### src/rtl/loa_pipe_adder.sv
// Pipelined lower-part-OR approximate adder with a run-time selectable
// approximation depth and an error monitor over the emitted results.
module loa_pipe_adder #(
  parameter int N      = 8,
  parameter int KMAX   = 4,
  parameter int STAGES = 2,
  parameter int CW     = 16,
  localparam int KW    = (KMAX > 0) ? $clog2(KMAX + 1) : 1
) (
  input  logic          i_Clk,
  input  logic          i_Rst,
  input  logic          i_Valid,
  output logic          o_Ready,
  input  logic [N-1:0]  i_A,
  input  logic [N-1:0]  i_B,
  input  logic [KW-1:0] i_K,
  output logic          o_Valid,
  input  logic          i_Ready,
  output logic [N-1:0]  o_Sum,
  output logic          o_Cout,
  output logic          o_Err,
  input  logic          i_ClrStats,
  output logic [CW-1:0] o_ErrCnt,
  output logic [N:0]    o_ErrMax
);

  localparam logic [KW-1:0] KMAX_K = KW'(KMAX);

  logic          adv;
  logic [KW-1:0] k_eff;
  logic [N:0]    a_ext, b_ext, low_mask, top_bit;
  logic [N:0]    in_lower, in_carry, in_upper_a, in_upper_b, in_exact;

  logic          b_valid;
  logic [N:0]    b_lower, b_carry, b_upper_a, b_upper_b, b_exact;
  logic [N:0]    approx, err_val, err_q;

  assign adv     = !o_Valid || i_Ready;
  assign o_Ready = adv;

  // Front half: split operands at bit k. The carry is kept pre-shifted to
  // bit k so the upper add needs no further knowledge of k.
  always_comb begin
    k_eff      = (i_K > KMAX_K) ? KMAX_K : i_K;
    a_ext      = {1'b0, i_A};
    b_ext      = {1'b0, i_B};
    low_mask   = ((N + 1)'(1) << k_eff) - (N + 1)'(1);
    top_bit    = low_mask ^ (low_mask >> 1);
    in_lower   = (a_ext | b_ext) & low_mask;
    in_carry   = ((a_ext & b_ext & top_bit) != '0) ? ((N + 1)'(1) << k_eff) : '0;
    in_upper_a = a_ext & ~low_mask;
    in_upper_b = b_ext & ~low_mask;
    in_exact   = a_ext + b_ext;
  end

  generate
    if (STAGES >= 2) begin : g_two_stage
      logic       s1_valid;
      logic [N:0] s1_lower, s1_carry, s1_upper_a, s1_upper_b, s1_exact;

      always_ff @(posedge i_Clk or posedge i_Rst) begin
        if (i_Rst) begin
          s1_valid   <= 1'b0;
          s1_lower   <= '0;
          s1_carry   <= '0;
          s1_upper_a <= '0;
          s1_upper_b <= '0;
          s1_exact   <= '0;
        end else if (adv) begin
          s1_valid   <= i_Valid;
          s1_lower   <= in_lower;
          s1_carry   <= in_carry;
          s1_upper_a <= in_upper_a;
          s1_upper_b <= in_upper_b;
          s1_exact   <= in_exact;
        end
      end

      assign b_valid   = s1_valid;
      assign b_lower   = s1_lower;
      assign b_carry   = s1_carry;
      assign b_upper_a = s1_upper_a;
      assign b_upper_b = s1_upper_b;
      assign b_exact   = s1_exact;
    end else begin : g_one_stage
      assign b_valid   = i_Valid;
      assign b_lower   = in_lower;
      assign b_carry   = in_carry;
      assign b_upper_a = in_upper_a;
      assign b_upper_b = in_upper_b;
      assign b_exact   = in_exact;
    end
  endgenerate

  // Upper sum bits below k are zero, so the OR merges the two halves.
  always_comb begin
    approx  = (b_upper_a + b_upper_b + b_carry) | b_lower;
    err_val = (approx >= b_exact) ? (approx - b_exact) : (b_exact - approx);
  end

  always_ff @(posedge i_Clk or posedge i_Rst) begin
    if (i_Rst) begin
      o_Valid <= 1'b0;
      o_Sum   <= '0;
      o_Cout  <= 1'b0;
      o_Err   <= 1'b0;
      err_q   <= '0;
    end else if (adv) begin
      o_Valid <= b_valid;
      o_Sum   <= approx[N-1:0];
      o_Cout  <= approx[N];
      o_Err   <= (err_val != '0);
      err_q   <= err_val;
    end
  end

  // A clear on the same edge as an output transfer discards that update.
  always_ff @(posedge i_Clk or posedge i_Rst) begin
    if (i_Rst) begin
      o_ErrCnt <= '0;
      o_ErrMax <= '0;
    end else if (i_ClrStats) begin
      o_ErrCnt <= '0;
      o_ErrMax <= '0;
    end else if (o_Valid && i_Ready) begin
      if (o_Err && (o_ErrCnt != '1)) begin
        o_ErrCnt <= o_ErrCnt + 1'b1;
      end
      if (err_q > o_ErrMax) begin
        o_ErrMax <= err_q;
      end
    end
  end

endmodule

### config.mk
export PLATFORM = sky130hd
export DESIGN_NAME = loa_pipe_adder
export DESIGN_NICKNAME = d
export VERILOG_FILES = /design/src/rtl/loa_pipe_adder.sv
export SDC_FILE = /design/constraint.sdc
export NUM_CORES = 1
export LEC_CHECK = 0
export CORE_UTILIZATION = 45
export DETAILED_ROUTE_END_ITERATION = 7
export PLACE_DENSITY_LB_ADDON = 0.1
export SETUP_SLACK_MARGIN = 0.3
export SLEW_MARGIN = 20
export SYNTH_ARGS = -nofsm -noshare
export SYNTH_HDL_FRONTEND = slang
export SYNTH_SLANG_ARGS = --single-unit
### constraint.sdc
create_clock -name i_Clk -period 7.6 [get_ports i_Clk]
set_input_delay 1.52 -clock i_Clk [delete_from_list [all_inputs] [get_ports i_Clk]]
set_output_delay 1.52 -clock i_Clk [all_outputs]
set_load 0.01 [all_outputs]
==> flow_summary.yaml, run 1 <==
final_layout:
  area_growth_pct: 18.4
  layout-drive-gt1-share_pct: 5.03
  antenna_cells: 0
  nets: 698
route:
  drc: 0
  wl_um: 9880
  drtAntennaViolNets: 0
  drt_pass1_iterations: 4
  vias: 3811
  drt_iter0_drc: 142
  routedWlPerCell_um: 13.0
  avgViaCountPerCell: 5.02
timing:
  final_hold_viol_count: 0
  post-route-min-period_ns: 4.79
  setup_ws_ns: 2.81
  rsz0062_at_grt: "no"
  slew_headroom_pct: 36.9
  slew_viol_final: 0
  skew_ns: 0.00482
  fin_crit_sh_pct: 63.0
  setup_viol: 0
  tightest_slew_ns: 0.943
  fmax_ghz: 0.209
  fin_setup_tns_ns: 0
  hold_ws_ns: 0.461
clock_tree:
  insertion_delay_ns: 0.34
  ctsHoldBuffers: 0
  cts_buffers: 9
  cts_buffer_depth: 2
  cts.clk_slew.worst_paths_ns: 0.06
  h-tree-depth: 3
  cts-resized-gates: 0
  cts-root-buf: "clkbuf_16"
  cts.sinks: 87
  cts_tree: "done"
  post-cts-setup-buffer-count: 0
power:
  power_density_nw_per_um2: 313
  peakVddDrop_v: 0.000154
  total_power_uw: 1970
  leakage_uw: 0.00299
floorplan:
  core_area_um2: 11500
  initial_core_util_pct: 46.3
  boundaryPins: 61
  dieArea_um2: 12200
  die_w_um: 111
  die_h_um: 111
  row_count: 39
global_route:
  gr-total-overflow: 0
  globalRouteMet3Util_pct: 3.62
  use_met1_pct: 23.4
  grt_use_total_pct: 17.8
  grt_first_pass_wirelength_um: 17800
  grtUsageMet2_pct: 29.2
  grt_start_max_net_pins: 88
  antenna_found_initial: 0
  top_usage_layer: "met2"
  grt_pass1_vias: 3863
worst_setup_path:
  cp.arrival_ns: 3.27
  crit_chain: "clkdlybuf4s50_1 -> nor2b_4 -> buf_4 -> inv_1 -> clkdlybuf4s50_1"
  cp_common_cell: "clkdlybuf4s50_1"
  cp_max_fo: 59
  path_class: "primary input to output pin"
  critPathMaxStageDelay_ns: 0.51
  crit_path_end_kind: "output pin"
  cp-start-kind: "primary input"
  crit_required_ns: 6.08
  slowest_stage: "clkdlybuf4s50_1"
yosys:
  syn_nets: 646
  synth.distinct_cells: 51
  synthTopCellsByArea: "dfrtp_1 (41%), ha_1 (12%), nor2_1 (5.1%)"
  yosys.area_share.simple_pct: 15.4
  synth-xor-area-share_pct: 5.78
  yosysWarnings: 0
  synthMuxAreaShare_pct: 3.63
  async_reset_ff_share_pct: 100
  synth_top_area_share_pct: 41.0
  synth_compound_area_share_pct: 11.4
  syn_inst: 560
  synth-seq-area-share_pct: 41.0
  synth-edff-count: 0
  synth_area_um2: 5310
  synth_fa_ha_area_share_pct: 16.3
  synth_top_flop_cell: "dfrtp_1"
  yosysMostFrequentCell: "dfrtp_1"
  synth_top_area_cell: "dfrtp_1"
  avgSynthCellArea_um2: 9.48
  synthTopCellsByCount: "dfrtp_1 (87), nor2_1 (72), inv_1 (60)"
  ys_seq_elements: 87
  synth_top_family_by_area: "adder cells"
placement:
  pre_cts_slack_ns: 2.79
  hpwl_um: 7270
  port_buffers: 60
  place_congestion: 0.772
run_status:
  status: "finished clean"
job:
  cap_violations: 0
min_path:
  hold_path_class: "register to register"
-- sequential cells by signal (all words and copies together), names as in the netlist --
| signal | cells |
|---|---|
| o_ErrCnt | 16 |
| b_exact | 9 |
| err_q | 9 |
| o_ErrMax | 9 |
| b_carry | 8 |
| b_lower | 8 |
| b_upper_a | 8 |
| b_upper_b | 8 |
| o_Sum | 8 |
| b_valid | 1 |
| o_Cout | 1 |
| o_Err | 1 |
| o_Valid | 1 |
-- path summary, 6_finish.rpt --
kind	start	endpoint	slack, ns	cells after the start
worst max-delay path	i_Ready	o_Ready	2.81	5
worst min-delay path	b_valid	o_Valid	0.46	1
worst max register to register	b_carry[1]	err_q[6]	2.86	21
worst min register to register	b_valid	o_Valid	0.46	1
max in group asynchronous	i_Rst	b_exact[5]	5.37	3
min in group asynchronous	i_Rst	o_ErrMax[0]	1.72	3
-- metrics by stage --
| step | instances | instance area, um2 | util (%) |
|---|---|---|---|
| global route | 759 | 6280 | 54.8 |
| CTS | 759 | 6280 | 54.8 |
| finish | 759 | 6280 | 54.8 |
| floorplan | 560 | 5310 | - |
| global placement | 744 | 6000 | 52.3 |
| detailed placement | 744 | 6000 | 52.3 |
-- where the power goes --
part	internal, uW	switching, uW
combinational	444	480
clock	250	172
sequential	552	67.1
total	1250	719
-- cell type report --
type / count / area (um2)
multi-input combinational: 391 / 2800
clock inverter: 5 / 50.0
fill: 1059 / 5180
clock buffer: 10 / 229
inverter: 60 / 226
sequential: 87 / 2180
tap: 143 / 179
timing repair buffer: 63 / 627
-- placed cells by master (no fill, tap or decap), types with 2 or more instances in the layout --
cell and n:
dfrtp_1 87, nor2_1 72, clkdlybuf4s50_1 60, inv_1 59, nand2_1 51, ha_1 50
a21oi_1 39, xnor2_1 20, o21ai_0 20, nand3_1 16, xor2_1 15, mux2i_1 14
fa_1 12, and2_1 11, clkbuf_16 9, o31ai_1 7, a21o_1 5, clkinv_2 5
nand2b_1 4, nand4_1 4, and3_1 4, o21bai_1 3, o21a_1 3, nor3_1 3
nand3b_1 3, a41oi_1 2, o211ai_1 2, a22o_1 2, and4_1 2, a21oi_2 2
a221o_1 2, mux2_4 2, mux2_2 2, o22ai_1 2, a211oi_1 2, buf_4 2
-- worst max-delay path: cells and delay by family --
family,cells,cell delay (ns)
buffers and inverters,4,1.60
and+or+nand+nor,1,0.13
-- per-layer routing --
metal | vias to the layer above | wire length, um
met5 | - | 0
met4 | 0 | 152
li1 | 1955 | -
met3 | 10 | 312
met2 | 60 | 4620
met1 | 1786 | 4790
-- cell families (layout without fill, tap and decap cells) --
family                     after synthesis  count (layout)
DFF                                     87              87
AOI/OAI and AO/OA                       97              97
adders and majority gates               62              62
muxes                                   18              18
buffers and inverters                   82             138
xor gates and xnor gates                35              35
and+or+nand+nor                        179             179
(Power assumes the default switching activity.)
==> run 2: changes to the inputs <==
==> constraint.sdc (replaced) <==
create_clock -name i_Clk -period 4.7 [get_ports i_Clk]
set_input_delay 0.94 -clock i_Clk [delete_from_list [all_inputs] [get_ports i_Clk]]
set_output_delay 0.94 -clock i_Clk [all_outputs]
set_load 0.01 [all_outputs]
==> run 2 against run 1 <==
Against the previous run: power is 85% higher; non-clock buffer count is 22 higher; sequential share of layout area is 1.7 points lower; critical path type is now register to register; largest cell class unchanged; highest routed layer unchanged.
==> flow_summary.yaml, run 2 (same netlist as run 1, synthesis figures left out) <==
run_status:
  status: "finished clean"
worst_setup_path:
  cp_max_fo: 5
  crit_required_ns: 4.90
  path_class: "register to register"
  crit_chain: "fa_1 -> ha_1 -> a21o_1 -> a21oi_2 -> o21bai_1 -> a21oi_2 -> o21bai_1 -> a21oi_1 -> xnor2_1 -> ha_1 -> buf_4 -> nand2_4 -> o21ai_2 -> nand2_1 -> a21bo_4 -> mux2_4 -> or3_4 -> a21oi_2 -> xor2_1 -> a21oi_1"
  cp_common_cell: "a21oi_2"
  rr_worst_depth: 20
  cp.arrival_ns: 4.58
  critPathMaxStageDelay_ns: 0.50
  crit_path_end_kind: "register"
  slowest_stage: "fa_1"
  cp-start-kind: "register"
route:
  drtAntennaViolNets: 0
  drt_pass1_iterations: 4
  wl_um: 10700
  avgViaCountPerCell: 5.07
  routedWlPerCell_um: 13.7
  drc: 0
  vias: 3972
  drt_iter0_drc: 131
final_layout:
  layout-drive-gt1-share_pct: 11.6
  final_cell_mix: "dfrtp_1 (87), nor2_1 (71), clkdlybuf4s50_1 (60)"
  regMostFlops: "o_ErrCnt"
  fillerInstances: 1009
  mostFrequentLayoutCell: "dfrtp_1"
  nets: 721
  antenna_cells: 0
  area_growth_pct: 24.5
  largest_register_ffs: 16
  finalNonFillerCells: 783
clock_tree:
  cts_buffer_depth: 2
  insertion_delay_ns: 0.34
  h-tree-depth: 3
  cts_tree: "done"
  cts-root-buf: "clkbuf_16"
  cts.clk_slew.worst_paths_ns: 0.06
  cts.sinks: 87
  cts_buffers: 9
placement:
  port_buffers: 60
  hpwl_um: 7760
  place_congestion: 0.838
  dp_cells: 750
power:
  leakage_uw: 0.00314
  power_density_nw_per_um2: 551
  peakVddDrop_v: 0.000254
min_path:
  whs_path_depth: 2
  hold_path_class: "register to register"
global_route:
  grtUsageMet2_pct: 30.5
  gr-total-overflow: 0
  grt_first_pass_wirelength_um: 18500
  globalRouteMet3Util_pct: 3.51
  grt_pass1_vias: 4023
  top_usage_layer: "met2"
  grt_start_max_net_pins: 59
  use_met1_pct: 24.0
  antenna_found_initial: 0
  grt_use_total_pct: 18.7
floorplan:
  die_w_um: 111
  core_area_um2: 11500
  row_count: 39
  dieArea_um2: 12200
  boundaryPins: 61
  die_h_um: 111
  initial_core_util_pct: 46.3
timing:
  slew_headroom_pct: 54.9
  post-route-min-period_ns: 4.38
  final_hold_viol_count: 0
  fin_crit_sh_pct: 93.3
  rsz0062_at_grt: "yes"
  setup_viol: 0
  slew_viol_final: 0
  tightest_slew_ns: 0.668
  fmax_ghz: 0.228
  fin_setup_tns_ns: 0
  hold_ws_ns: 0.457
  skew_ns: 0.00439
job:
  cap_violations: 0
run 2: worst max-delay path: cells and delay by family, from the launching register on:
| family | cells | cell delay (ns) |
|---|---|---|
| flops | 1 | 0.40 |
| simple gates | 3 | 0.50 |
| buf+inv | 1 | 0.16 |
| xor+xnor | 2 | 0.26 |
| fa+ha+maj | 3 | 1.18 |
| mux | 1 | 0.31 |
| compound gates | 10 | 1.43 |
run 2: worst paths after layout:
| path | startpoint | endpoint | slack, ns |
|---|---|---|---|
| worst max-delay path | b_upper_b[2] | err_q[6] | 0.32 |
| worst min-delay path | b_valid | b_valid | 0.46 |
| worst max register to register | b_upper_b[2] | err_q[6] | 0.32 |
| worst min register to register | b_valid | b_valid | 0.46 |
| max in group asynchronous | i_Rst | o_Sum[5] | 2.93 |
| min in group asynchronous | i_Rst | o_ErrMax[1] | 0.96 |
run 2: layer usage:
layer / up-vias / part of all wire (%)
li1: 1998 / -
met1: 1867 / 46
met2: 89 / 48
met3: 18 / 3.8
met4: 0 / 2.2
met5: - / 0
run 2: power breakdown:
group	leakage [uW]	total (uW)	switching [uW]	internal [uW]
clock	0.000162	769	292	478
combinational	0.00188	1870	919	951
sequential	0.00110	1000	109	893
total	0.00314	3640	1320	2320
run 2: final cells by class:
class / count / area [um2] / area share [%]
clock buffers: 10 / 239 / 3.62
clock inverters: 6 / 83.8 / 1.27
inverters: 60 / 226 / 3.43
multi-input cells: 392 / 2910 / 44.1
flip-flops and latches: 87 / 2180 / 32.9
well taps: 143 / 179 / 2.71
repair buffers: 85 / 792 / 12.0
run 2: timing repair:
item,4_1_cts,5_1_grt
buffers inserted,8,8
hold buffers,0,0
gates cloned,1,0
pin swaps,8,7
setup endpoints to repair,4,4
resized for setup,8,16
run 2: stage by stage:
step	total power (uW)	area (um2)	setup WS (ns)	utilization, %
global route	3900	6610	0.117	57.6
CTS	3460	6470	0.302	56.4
floorplan	2170	5310	0.457	-
finish	3640	6610	0.317	57.6
detailed placement	2570	6050	0.0528	52.7
global placement	2530	6050	0.162	52.7
